--- config.mk ---
export PLATFORM = sky130hd
export DESIGN_NAME = pinwheel_periph_flat
export DESIGN_NICKNAME = d
export VERILOG_FILES = /design/src/rtl/pinwheel_periph_pkg.sv /design/src/rtl/pinwheel_periph_if.sv /design/src/rtl/pinwheel_periph_sync_fifo.sv /design/src/rtl/pinwheel_periph.sv /design/src/flat_wrapper.sv
export SDC_FILE = /design/constraint.sdc
export NUM_CORES = 1
export LEC_CHECK = 0
export CAP_MARGIN = 20
export CORE_ASPECT_RATIO = 0.75
export CORE_MARGIN = 10
export CORE_UTILIZATION = 55
export CTS_BUF_LIST = sky130_fd_sc_hd__clkbuf_8
export DETAILED_ROUTE_END_ITERATION = 10
export GPL_TIMING_DRIVEN = 0
export PLACE_DENSITY = 0.8
export SLEW_MARGIN = 30
export SYNTH_ARGS = -nofsm -noshare
export SYNTH_HDL_FRONTEND = slang
export SYNTH_SLANG_ARGS = --single-unit
--- constraint.sdc ---
create_clock -name clock -period 3.4 [get_ports clock]
set_input_delay 0.34 -clock clock [delete_from_list [all_inputs] [get_ports clock]]
set_output_delay 0.34 -clock clock [all_outputs]
set_load 0.01 [all_outputs]
--- src/rtl/pinwheel_periph_pkg.sv ---
// Shared types and constants for the pinwheel debug/serial peripheral:
// TileLink-UL channel structs, opcodes, register offsets and STATUS layout.
package pinwheel_periph_pkg;

  typedef enum logic [2:0] {
    TL_PUT_FULL    = 3'd0,
    TL_PUT_PARTIAL = 3'd1,
    TL_GET         = 3'd4
  } tl_a_op_e;

  typedef enum logic [2:0] {
    TL_ACCESS_ACK      = 3'd0,
    TL_ACCESS_ACK_DATA = 3'd1
  } tl_d_op_e;

  typedef struct packed {
    logic        a_valid;
    tl_a_op_e    a_opcode;
    logic [2:0]  a_param;
    logic [1:0]  a_size;
    logic [7:0]  a_source;
    logic [31:0] a_address;
    logic [3:0]  a_mask;
    logic [31:0] a_data;
    logic        d_ready;
  } tilelink_a;

  typedef struct packed {
    logic        d_valid;
    tl_d_op_e    d_opcode;
    logic [2:0]  d_param;
    logic [1:0]  d_size;
    logic [7:0]  d_source;
    logic        d_sink;
    logic [31:0] d_data;
    logic        d_error;
  } tilelink_d;

  // Byte offsets inside the selected tag window.
  localparam logic [7:0] PERIPH_OFF_DEBUG  = 8'h00;
  localparam logic [7:0] PERIPH_OFF_TX     = 8'h40;
  localparam logic [7:0] PERIPH_OFF_RX     = 8'h44;
  localparam logic [7:0] PERIPH_OFF_STATUS = 8'h48;

  // STATUS register bit positions.
  localparam int STAT_TX_FULL   = 0;
  localparam int STAT_TX_OVF    = 1;
  localparam int STAT_RX_OVF    = 2;
  localparam int STAT_RX_IRQ_EN = 3;
  localparam int STAT_TX_COUNT  = 16;
  localparam int STAT_RX_COUNT  = 24;

endpackage

--- src/rtl/pinwheel_periph_if.sv ---
// Core-bus attachment: request channel in, registered response channel out.
interface pinwheel_periph_if;
  import pinwheel_periph_pkg::*;

  tilelink_a tick_tla;
  tilelink_d bus_tld;

  modport master (output tick_tla, input bus_tld);
  modport slave  (input tick_tla, output bus_tld);
endinterface

--- src/rtl/pinwheel_periph_sync_fifo.sv ---
// Single-clock FIFO with head-of-queue read port. A push into a full FIFO is
// accepted when a pop happens in the same cycle; pop on empty is ignored.
module pinwheel_periph_sync_fifo #(
  parameter int width = 8,
  parameter int depth = 8
) (
  input  logic                   clock,
  input  logic                   tick_reset_in,
  input  logic                   push,
  input  logic [width-1:0]       wdata,
  input  logic                   pop,
  output logic [width-1:0]       rdata,
  output logic                   empty,
  output logic                   full,
  output logic [$clog2(depth):0] count
);
  localparam int ptr_w = $clog2(depth);
  localparam int cnt_w = ptr_w + 1;

  logic [width-1:0] mem_r [depth];
  logic [ptr_w-1:0] wr_ptr_r;
  logic [ptr_w-1:0] rd_ptr_r;
  logic [cnt_w-1:0] count_r;
  logic             do_push_s;
  logic             do_pop_s;

  assign empty     = (count_r == cnt_w'(0));
  assign full      = (count_r == cnt_w'(depth));
  assign count     = count_r;
  assign rdata     = mem_r[rd_ptr_r];
  assign do_pop_s  = pop && !empty;
  assign do_push_s = push && (!full || do_pop_s);

  // Storage, pointers (wrapping modulo depth) and occupancy count.
  always_ff @(posedge clock) begin
    if (tick_reset_in) begin
      for (int i = 0; i < depth; i++) begin
        mem_r[i] <= {width{1'b0}};
      end
      wr_ptr_r <= {ptr_w{1'b0}};
      rd_ptr_r <= {ptr_w{1'b0}};
      count_r  <= {cnt_w{1'b0}};
    end else begin
      if (do_push_s) begin
        mem_r[wr_ptr_r] <= wdata;
        wr_ptr_r        <= wr_ptr_r + ptr_w'(1);
      end
      if (do_pop_s) begin
        rd_ptr_r <= rd_ptr_r + ptr_w'(1);
      end
      case ({do_push_s, do_pop_s})
        2'b10:   count_r <= count_r + cnt_w'(1);
        2'b01:   count_r <= count_r - cnt_w'(1);
        default: count_r <= count_r;
      endcase
    end
  end

endmodule

--- src/rtl/pinwheel_periph.sv ---
// TileLink-UL slave providing debug/scratch registers, buffered serial TX and
// RX channels, a STATUS/control register and an RX interrupt. Every selected
// request is answered exactly one cycle later; reads see pre-update state.
module pinwheel_periph
  import pinwheel_periph_pkg::*;
#(
  parameter logic [31:0] addr_mask = 32'hF000_0000,
  parameter logic [31:0] addr_tag  = 32'hF000_0000,
  parameter int          n_debug   = 4,
  parameter int          tx_depth  = 8,
  parameter int          rx_depth  = 8
) (
  input  logic              clock,
  input  logic              tick_reset_in,
  pinwheel_periph_if.slave  bus,
  output logic [7:0]        ser_tx_data,
  output logic              ser_tx_valid,
  input  logic              ser_tx_ready,
  input  logic [7:0]        ser_rx_data,
  input  logic              ser_rx_valid,
  output logic [31:0]       debug_out,
  output logic              irq
);
  localparam int tx_cnt_w = $clog2(tx_depth) + 1;
  localparam int rx_cnt_w = $clog2(rx_depth) + 1;

  tilelink_a     tla_s;
  tilelink_d     tld_next_s;
  tilelink_d     tld_r;
  logic          unused_s;

  logic          sel_s, is_get_s, is_put_s, in_page_s;
  logic [7:0]    byte_off_s;
  logic [3:0]    dbg_idx_s;
  logic          hit_dbg_s, hit_tx_s, hit_rx_s, hit_status_s, hit_s;
  logic          dbg_wr_s, status_wr_s;

  logic [31:0]   debug_r [n_debug];
  logic [31:0]   dbg_rdata_s, status_s, rdata_s;

  logic          tx_push_s, tx_pop_s, tx_empty_s, tx_full_s;
  logic [7:0]    tx_rdata_s;
  logic [tx_cnt_w-1:0] tx_count_s;
  logic          rx_pop_s, rx_empty_s, rx_full_s, rx_push_ok_s, rx_nonempty_next_s;
  logic [7:0]    rx_rdata_s;
  logic [rx_cnt_w-1:0] rx_count_s;

  logic          tx_ovf_r, rx_ovf_r, rx_irq_en_r, irq_r;
  logic          tx_ovf_set_s, rx_ovf_set_s, rx_irq_en_next_s;

  // Address decode: tag match, then word offset within the first 256 bytes.
  assign tla_s        = bus.tick_tla;
  assign unused_s     = ^{tla_s.a_param, tla_s.d_ready};
  assign sel_s        = tla_s.a_valid && ((tla_s.a_address & addr_mask) == addr_tag);
  assign is_get_s     = (tla_s.a_opcode == TL_GET);
  assign is_put_s     = !is_get_s;
  assign in_page_s    = ((tla_s.a_address & ~addr_mask & 32'hFFFF_FF00) == 32'h0000_0000);
  assign byte_off_s   = {tla_s.a_address[7:2], 2'b00};
  assign dbg_idx_s    = tla_s.a_address[5:2];
  assign hit_dbg_s    = in_page_s && (byte_off_s[7:6] == PERIPH_OFF_DEBUG[7:6])
                        && ({1'b0, dbg_idx_s} < 5'(n_debug));
  assign hit_tx_s     = in_page_s && (byte_off_s == PERIPH_OFF_TX);
  assign hit_rx_s     = in_page_s && (byte_off_s == PERIPH_OFF_RX);
  assign hit_status_s = in_page_s && (byte_off_s == PERIPH_OFF_STATUS);
  assign hit_s        = hit_dbg_s || hit_tx_s || hit_rx_s || hit_status_s;

  // Side-effect strobes.
  assign dbg_wr_s     = sel_s && is_put_s && hit_dbg_s;
  assign status_wr_s  = sel_s && is_put_s && hit_status_s;
  assign tx_push_s    = sel_s && is_put_s && hit_tx_s && tla_s.a_mask[0];
  assign tx_pop_s     = !tx_empty_s && ser_tx_ready;
  assign rx_pop_s     = sel_s && is_get_s && hit_rx_s && !rx_empty_s;
  assign tx_ovf_set_s = tx_push_s && tx_full_s && !tx_pop_s;
  assign rx_ovf_set_s = ser_rx_valid && rx_full_s && !rx_pop_s;
  assign rx_push_ok_s = ser_rx_valid && (!rx_full_s || rx_pop_s);

  // Next-cycle RX occupancy, so irq tracks the FIFO state it describes.
  assign rx_nonempty_next_s = rx_push_ok_s
                              || (rx_count_s > rx_cnt_w'(1))
                              || ((rx_count_s == rx_cnt_w'(1)) && !rx_pop_s);

  pinwheel_periph_sync_fifo #(.width(8), .depth(tx_depth)) u_tx_fifo (
    .clock         (clock),
    .tick_reset_in (tick_reset_in),
    .push          (tx_push_s),
    .wdata         (tla_s.a_data[7:0]),
    .pop           (tx_pop_s),
    .rdata         (tx_rdata_s),
    .empty         (tx_empty_s),
    .full          (tx_full_s),
    .count         (tx_count_s)
  );

  pinwheel_periph_sync_fifo #(.width(8), .depth(rx_depth)) u_rx_fifo (
    .clock         (clock),
    .tick_reset_in (tick_reset_in),
    .push          (ser_rx_valid),
    .wdata         (ser_rx_data),
    .pop           (rx_pop_s),
    .rdata         (rx_rdata_s),
    .empty         (rx_empty_s),
    .full          (rx_full_s),
    .count         (rx_count_s)
  );

  // Next value of the irq enable: a STATUS write loads bit 3.
  always_comb begin
    rx_irq_en_next_s = rx_irq_en_r;
    if (status_wr_s) begin
      rx_irq_en_next_s = tla_s.a_data[STAT_RX_IRQ_EN];
    end else begin
      rx_irq_en_next_s = rx_irq_en_r;
    end
  end

  // Select the addressed debug register (zero when the index matches none).
  always_comb begin
    dbg_rdata_s = 32'h0000_0000;
    for (int i = 0; i < n_debug; i++) begin
      dbg_rdata_s = dbg_rdata_s | ((dbg_idx_s == 4'(i)) ? debug_r[i] : 32'h0000_0000);
    end
  end

  // Assemble STATUS from current state.
  always_comb begin
    status_s                       = 32'h0000_0000;
    status_s[STAT_TX_FULL]         = tx_full_s;
    status_s[STAT_TX_OVF]          = tx_ovf_r;
    status_s[STAT_RX_OVF]          = rx_ovf_r;
    status_s[STAT_RX_IRQ_EN]       = rx_irq_en_r;
    status_s[STAT_TX_COUNT +: 8]   = 8'(tx_count_s);
    status_s[STAT_RX_COUNT +: 8]   = 8'(rx_count_s);
  end

  // Read-data mux; TX, unmapped offsets and Puts all read as zero.
  always_comb begin
    rdata_s = 32'h0000_0000;
    if (!is_get_s) begin
      rdata_s = 32'h0000_0000;
    end else if (hit_dbg_s) begin
      rdata_s = dbg_rdata_s;
    end else if (hit_rx_s) begin
      rdata_s = rx_empty_s ? 32'h0000_0000 : {1'b1, 23'h00_0000, rx_rdata_s};
    end else if (hit_status_s) begin
      rdata_s = status_s;
    end else begin
      rdata_s = 32'h0000_0000;
    end
  end

  // Build the response that will be presented in the following cycle.
  always_comb begin
    tld_next_s = '0;
    if (sel_s) begin
      tld_next_s.d_valid  = 1'b1;
      tld_next_s.d_opcode = is_get_s ? TL_ACCESS_ACK_DATA : TL_ACCESS_ACK;
      tld_next_s.d_size   = tla_s.a_size;
      tld_next_s.d_source = tla_s.a_source;
      tld_next_s.d_data   = rdata_s;
      tld_next_s.d_error  = !hit_s;
    end else begin
      tld_next_s = '0;
    end
  end

  // Response register, sticky overflow flags (set beats clear), irq enable and irq.
  always_ff @(posedge clock) begin
    if (tick_reset_in) begin
      tld_r       <= '0;
      tx_ovf_r    <= 1'b0;
      rx_ovf_r    <= 1'b0;
      rx_irq_en_r <= 1'b0;
      irq_r       <= 1'b0;
    end else begin
      tld_r       <= tld_next_s;
      tx_ovf_r    <= tx_ovf_set_s ? 1'b1
                     : ((status_wr_s && tla_s.a_data[STAT_TX_OVF]) ? 1'b0 : tx_ovf_r);
      rx_ovf_r    <= rx_ovf_set_s ? 1'b1
                     : ((status_wr_s && tla_s.a_data[STAT_RX_OVF]) ? 1'b0 : rx_ovf_r);
      rx_irq_en_r <= rx_irq_en_next_s;
      irq_r       <= rx_irq_en_next_s && rx_nonempty_next_s;
    end
  end

  // Debug registers with per-byte write enables from a_mask.
  always_ff @(posedge clock) begin
    if (tick_reset_in) begin
      for (int i = 0; i < n_debug; i++) begin
        debug_r[i] <= 32'h0000_0000;
      end
    end else begin
      for (int i = 0; i < n_debug; i++) begin
        for (int b = 0; b < 4; b++) begin
          if (dbg_wr_s && (dbg_idx_s == 4'(i)) && tla_s.a_mask[b]) begin
            debug_r[i][8*b +: 8] <= tla_s.a_data[8*b +: 8];
          end
        end
      end
    end
  end

  assign bus.bus_tld   = tld_r;
  assign ser_tx_data   = tx_rdata_s;
  assign ser_tx_valid  = !tx_empty_s;
  assign debug_out     = debug_r[0];
  assign irq           = irq_r;

endmodule

--- src/flat_wrapper.sv ---
// flat-port wrapper written by rule: the top's interface ports become plain ports
module pinwheel_periph_flat import pinwheel_periph_pkg::*;
#(
  parameter logic [31:0] addr_mask = 32'hF000_0000,
  parameter logic [31:0] addr_tag  = 32'hF000_0000,
  parameter int          n_debug   = 4,
  parameter int          tx_depth  = 8,
  parameter int          rx_depth  = 8
)
  (clock, tick_reset_in, ser_tx_data, ser_tx_valid, ser_tx_ready, ser_rx_data, ser_rx_valid, debug_out, irq, bus_tick_tla, bus_bus_tld);
  pinwheel_periph_if bus_i ();
  input  logic clock;
  input  logic tick_reset_in;
  output logic [7:0] ser_tx_data;
  output logic ser_tx_valid;
  input  logic ser_tx_ready;
  input  logic [7:0] ser_rx_data;
  input  logic ser_rx_valid;
  output logic [31:0] debug_out;
  output logic irq;
  input wire logic [$bits(bus_i.tick_tla)-1:0] bus_tick_tla;
  output wire logic [$bits(bus_i.bus_tld)-1:0] bus_bus_tld;
  assign bus_i.tick_tla = bus_tick_tla;
  assign bus_bus_tld = bus_i.bus_tld;
  pinwheel_periph #(.addr_mask(addr_mask), .addr_tag(addr_tag), .n_debug(n_debug), .tx_depth(tx_depth), .rx_depth(rx_depth)) u_core (.clock(clock), .tick_reset_in(tick_reset_in), .bus(bus_i), .ser_tx_data(ser_tx_data), .ser_tx_valid(ser_tx_valid), .ser_tx_ready(ser_tx_ready), .ser_rx_data(ser_rx_data), .ser_rx_valid(ser_rx_valid), .debug_out(debug_out), .irq(irq));
endmodule
# Yosys cells after proc, flatten, opt, wreduce, memory -nomap -nowiden
# Memories as Yosys holds them, arrays and structs flattened. A register that Yosys moved wholly into a read port is not among the register bits.
# Cells that the tools add are included.
dict set report word_totals {
  out_inout_bits 93
  mem_bits_rw 256
  romBits 0
  register_bits 75
  input_bits 98
  wordCells 243
  memories 3
  latch_bits 0
}
dict set report op_classes {
  n_div 0
  n_eq_ne 15
  n_lt_le_gt_ge 2
  add_sub_neg 8
  bitwise_logic 21
  n_reduce_logical 77
  muxes 99
  mul 0
  n_shift 0
}
# name depth word_bits read_ports rd_ports_with_merged_regs wr line_no
set memory_table {}
lappend memory_table {u_core.debug_r 4 32 4 0 4 pinwheel_periph.sv:38} ;# logic [31:0] debug_r [n_debug];
lappend memory_table {u_core.u_rx_fifo.mem_r 8 8 1 1 8 pinwheel_periph_sync_fifo.sv:20} ;# logic [width-1:0] mem_r [depth];
lappend memory_table {u_core.u_tx_fifo.mem_r 8 8 1 1 8 pinwheel_periph_sync_fifo.sv:20}
# cell n
set ops {}
lappend ops {{two-way mux 32 bit} 7}
lappend ops {{two-way mux 8 bit} 18}
lappend ops {{OR 32 bit} 3}
lappend ops {{two-way mux 1 bit} 64}
lappend ops {{logical AND 1 bit} 48}
lappend ops {{logical NOT 32 bit} 1}
lappend ops {{two-way mux 28 bit} 1}
lappend ops {{equality test 6 x 5 -> 1 bit, second input constant} 3}
lappend ops {{two-way mux 3 bit} 6}
lappend ops {{OR 1 bit} 16}
lappend ops {{case mux 4 bit (2 select lines)} 2}
lappend ops {{OR reduction 8 bit} 2}
lappend ops {{adder 3 x 1 -> 3 bit, second input constant} 4}
lappend ops {{equality test 4 bit, second input constant} 3}
lappend ops {{logical NOT 4 bit} 3}
lappend ops {{adder 4 x 1 -> 4 bit, second input constant} 2}
lappend ops {{equality test 4 x 1 -> 1 bit, second input constant} 2}
lappend ops {{equality test 4 x 2 -> 1 bit, second input constant} 2}
lappend ops {{logical NOT 1 bit} 8}
lappend ops {{logical OR 1 bit} 8}
lappend ops {{nonzero test 2 bit} 4}
lappend ops {{subtractor 4 x 1 -> 4 bit, second input constant} 2}
lappend ops {{equality test 2 x 1 -> 1 bit, second input constant} 2}
lappend ops {{equality test 2 bit, second input constant} 2}
lappend ops {{8 further kinds} 9}

# Longest topological paths before layout
dict set report logic_depth {
  depth_word 13
  depth_mapped 12
  mapped_depth_nobuf 11
}

# By module
# From an unflattened synthesis, not the netlist that was laid out.
dict set report hier_totals {
  cells_unflattened 1070
  area_unflattened_um2 14885.5
}
# mod area_per_inst_um2 seq_area_each_um2 n_inst cells_each
set modules_own_cells {}
lappend modules_own_cells {pinwheel_periph 7714.9 4824.6 1 552}
lappend modules_own_cells {{pinwheel_periph_sync_fifo (u_core.u_rx_fifo)} 3593.4 2182.1 1 259}
lappend modules_own_cells {{pinwheel_periph_sync_fifo (u_core.u_tx_fifo)} 3577.2 2182.1 1 259}

# Worst setup path before layout
# OpenSTA, ideal clock, no wires.
dict set report synth_timing {
  path_type {input-to-reg}
  from {input port bus_tick_tla[46]}
  to {register u_core.u_tx_fifo.count_r[3], in the netlist u_core.u_tx_fifo.count[3]}
  setup_slack_ps 633
  arrival_ps 2696
  setup_ps 71
  path_buffers 0
  t_required_ps 3329
  cell_stages 11
  path_cell_list {nor4_1 -> nand4_1 -> nor3_2 -> nand3_1 -> ha_1 -> ha_1 -> a21o_1 -> a21oi_1 -> xnor2_1 -> or3_1 -> a21oi_1}
}
dict set report synth_between {
  elab_chain_cells 7
  elab_cells_between_ends 9
  classes_between {2 x eq/ne; 1 x mux; 6 x reduce/logical}
}
# item line_no
set synth_lines {}
lappend synth_lines {{start: declaration} flat_wrapper.sv:21} ;# input wire logic [$bits(bus_i.tick_tla)-1:0] bus_tick_tla;
lappend synth_lines {{logical NOT 32 bit (*)} pinwheel_periph.sv:57} ;# assign in_page_s = ((tla_s.a_address & ~addr_mask & 32'hFFFF_FF00) == 32'h0000_0000);
lappend synth_lines {{logical AND 1 bit (*)} pinwheel_periph.sv:62} ;# assign hit_tx_s = in_page_s && (byte_off_s == PERIPH_OFF_TX);
lappend synth_lines {{logical AND 1 bit (*) (2 in a row)} pinwheel_periph.sv:70} ;# assign tx_push_s = sel_s && is_put_s && hit_tx_s && tla_s.a_mask[0];
lappend synth_lines {{logical AND 1 bit (*)} pinwheel_periph_sync_fifo.sv:32} ;# assign do_push_s = push && (!full || do_pop_s);
lappend synth_lines {{equality test 2 x 1 -> 1 bit / equality test 2 bit (equally long branches)} pinwheel_periph_sync_fifo.sv:51} ;# case ({do_push_s, do_pop_s})
lappend synth_lines {{case mux 4 bit (2 select lines) / nonzero test 2 bit (equally long branches)} --}
lappend synth_lines {{end signal: assignment} pinwheel_periph_sync_fifo.sv:52} ;# 2'b10: count_r <= count_r + cnt_w'(1);
lappend synth_lines {{end signal: assignment} pinwheel_periph_sync_fifo.sv:53} ;# 2'b01: count_r <= count_r - cnt_w'(1);
lappend synth_lines {{end signal: assignment} pinwheel_periph_sync_fifo.sv:54} ;# default: count_r <= count_r;
lappend synth_lines {{end: declaration} pinwheel_periph_sync_fifo.sv:23} ;# logic [cnt_w-1:0] count_r;
# Mark *: on every way between the ends. The rest lies on a longest branch, timed or not.
# A chain may end at the register's enable or synchronous reset.

# Worst setup path in the final report
dict set report layout_timing {
  from {input port bus_tick_tla[56]}
  to {register u_core.u_tx_fifo.count_r[3], in the netlist u_core.u_tx_fifo.count[3]}
}
# The elaborated chain is that of the path after synthesis.

==> reports/metrics.yaml <==
ys_types: 63
placedCellCount: 1623
wirelength_um: 40000
clockBufferDepth: 3
hpwlAfterDp_um: 29200
slew_viol_final: 0
layout_commonest_cell: "edfxtp_1"
syn_avg_cell_area_um2: 13.3
clock_latency_ns: 0.57
htree_levels: 2
synth_edf_count: 256
cts_tree: "yes"
place_area_um2: 16800
peakVddDrop_mv: 0.301
nets: 1441
grt_usage_pct: 23.4
fin_crit_ns: 3.18
cts_hold_buf: 0
end_kind: "flop"
routedWlPerCell_um: 23.3
fin_skew_ns: 0.0258
grt_overflow: 0
dr.pass1.iters: 5
die_area_um2: 33500
cts_made_buffers: 50
clkSinkCount: 331
ios: 191
hold_ws_ns: 0.329
layout-drive-gt1-share_pct: 12.1
async_flop_share_pct: 0
fillers: 1864
layout_setup_ws_ns: 0.218
grt_pass1_wl_um: 61500
fmax_mhz: 314
globalplace.congestion: 0.900
cts-root-buf: "clkbuf_8"
multi_input_area_um2: 5060
netlist_area_um2: 14600
grt_pass1_vias: 10592
totalPowerFinal_mw: 8.21
stdcell_count: 1718
p_per_area_nw_per_um2: 461
seq_area_um2: 9190
final_cell_mix: "edfxtp_1, clkdlybuf4s50_1, and2_1"
grt_start_max_net_pins: 13
fin_area_um2: 17800
setup_viol: 0
slew_headroom_pct: 33.3
crit_type: "input port to flop"
hold_violations: 0
synth-main-ff-cell: "edfxtp_1"
yosysSeqAreaShare_pct: 62.9
syn2layout_area_growth_pct: 22.0
vias: 10320
die_h_um: 161
status: "complete, no violations"
cp.arrival_ns: 3.67
rsz0062_at_grt: "false"
rrSetupSlack_ns: 0.23
maxCapViolations: 0
placeableCoreArea_um2: 26000
clk_pin_slew_ns: 0.06
drc_errors: 0
cp_data_required_time_ns: 3.88
portBuffers: 177
vias_per_cell: 6.01
initial_core_util_pct: 56.1
die_w_um: 208
num_rows: 51
cp-start-kind: "input port"
drt_iter0_markers: 1201
fin_crit_sh_pct: 93.6
p_leak_nw: 6.23
ys_ff_latch: 331
antenna_found_initial: 1
ant_nets: 0
yosys_warnings: 0
place_ws_ns: -0.478
tightest_slew_ns: 1.00
hold_class: "input port to flop"
synthCells: 1097
critPathMaxFanout: 6
cells by family after synthesis:
family / after synthesis / share of synthesized area, %
muxes: 75 / 8.00
and+or+nand+nor: 446 / 17.8
buffers and inverters: 89 / 2.69
AOI/OAI and AO/OA: 138 / 7.18
xor gates and xnor gates: 6 / 0.360
adders and majority gates: 11 / 0.994
other: 1 / 0.0257
DFF: 331 / 62.9
final cells by class:
cell class	count	share of cell area, %
Antenna cell	1	0.0141
Buffer	66	1.74
Clock buffer	59	4.56
Clock inverter	34	0.724
Inverter	22	0.464
Multi-Input combinational cell	682	28.4
Sequential cell	331	51.6
Tap cell	344	2.42
Timing Repair Buffer	179	10.0
worst max-delay path, cell delays in order:
cell,delay [ns]
clkdlybuf4s50_1,0.41
nor4_1,0.39
nand4_1,0.15
buf_4,0.20
nor3_4,0.29
nand3_1,0.32
ha_1,0.36
ha_1,0.31
a21o_1,0.17
a21oi_1,0.18
xnor2_1,0.11
or3_1,0.31
a21oi_1,0.13
metrics by stage:
stage	util [%]	setup TNS, ns
3_3_place_gp	64.6	-30.09
4_1_cts	68.3	0
6_report	68.4	0
5_1_grt	68.4	0
2_1_floorplan	-	0
3_5_place_dp	64.7	-18.87
what timing repair did:
item	4_1_cts	5_1_grt
gates resized for setup	0	6
setup endpoints to repair	8	9
buffers inserted	0	2
endpoints found under the hold margin	0	0
pin swaps	0	1
routing by layer:
layer  up-vias  routed length [um]  GRT usage (%)  share of wire [%]
met5         -                  48           1.20               0.12
met4         2                 697           6.44                1.7
met3        67                4510           6.40                 11
met2       640               18700           36.8                 47
met1      5017               16100           31.3                 40
li1       4594                   -              -                  -
power by group:
part	internal, mW	switching [mW]	total [mW]
sequential	4.51	0.0617	4.57
combinational	0.247	0.334	0.582
clock	1.57	1.49	3.06
worst paths after layout:
path | start | end | depth (start not counted)
setup / recovery | bus_tick_tla[56] | u_core.u_tx_fifo.count[3] | 13
hold / removal | bus_tick_tla[72] | u_core.bus.bus_tld[37] | 2
setup reg to reg | u_core.u_rx_fifo.count[0] | u_core.u_rx_fifo.mem_r[0][2] | 8
hold reg to reg | u_core.u_rx_fifo.rd_ptr_r[1] | flop | 2
flip-flops by register name (all words and copies together) (netlist names), named ones only:
name / flops
u_core.bus.bus_tld: 45
u_core.debug_r: 128
u_core.irq: 1
u_core.rx_irq_en_r: 1
u_core.rx_ovf_r: 1
u_core.tx_ovf_r: 1
u_core.u_rx_fifo.count: 4
u_core.u_rx_fifo.mem_r: 64
u_core.u_rx_fifo.rd_ptr_r: 3
u_core.u_rx_fifo.wr_ptr_r: 3
u_core.u_tx_fifo.count: 4
u_core.u_tx_fifo.mem_r: 64
u_core.u_tx_fifo.rd_ptr_r: 3
u_core.u_tx_fifo.wr_ptr_r: 3
synth_stat cells (13+ instances only):
cell type | number | area [um2]
o21ai_0 | 15 | 75.1
and2_1 | 140 | 876
nor2_1 | 111 | 417
nand2_1 | 37 | 139
inv_1 | 13 | 48.8
mux4_2 | 32 | 721
dfxtp_1 | 75 | 1500
a21oi_1 | 19 | 95.1
a22oi_1 | 18 | 135
mux2_2 | 14 | 158
edfxtp_1 | 256 | 7690
mux2i_1 | 29 | 290
clkbuf_1 | 41 | 154
a21o_1 | 17 | 128
nor3_1 | 73 | 365
a221oi_1 | 23 | 201
(Power assumes the default switching activity.)
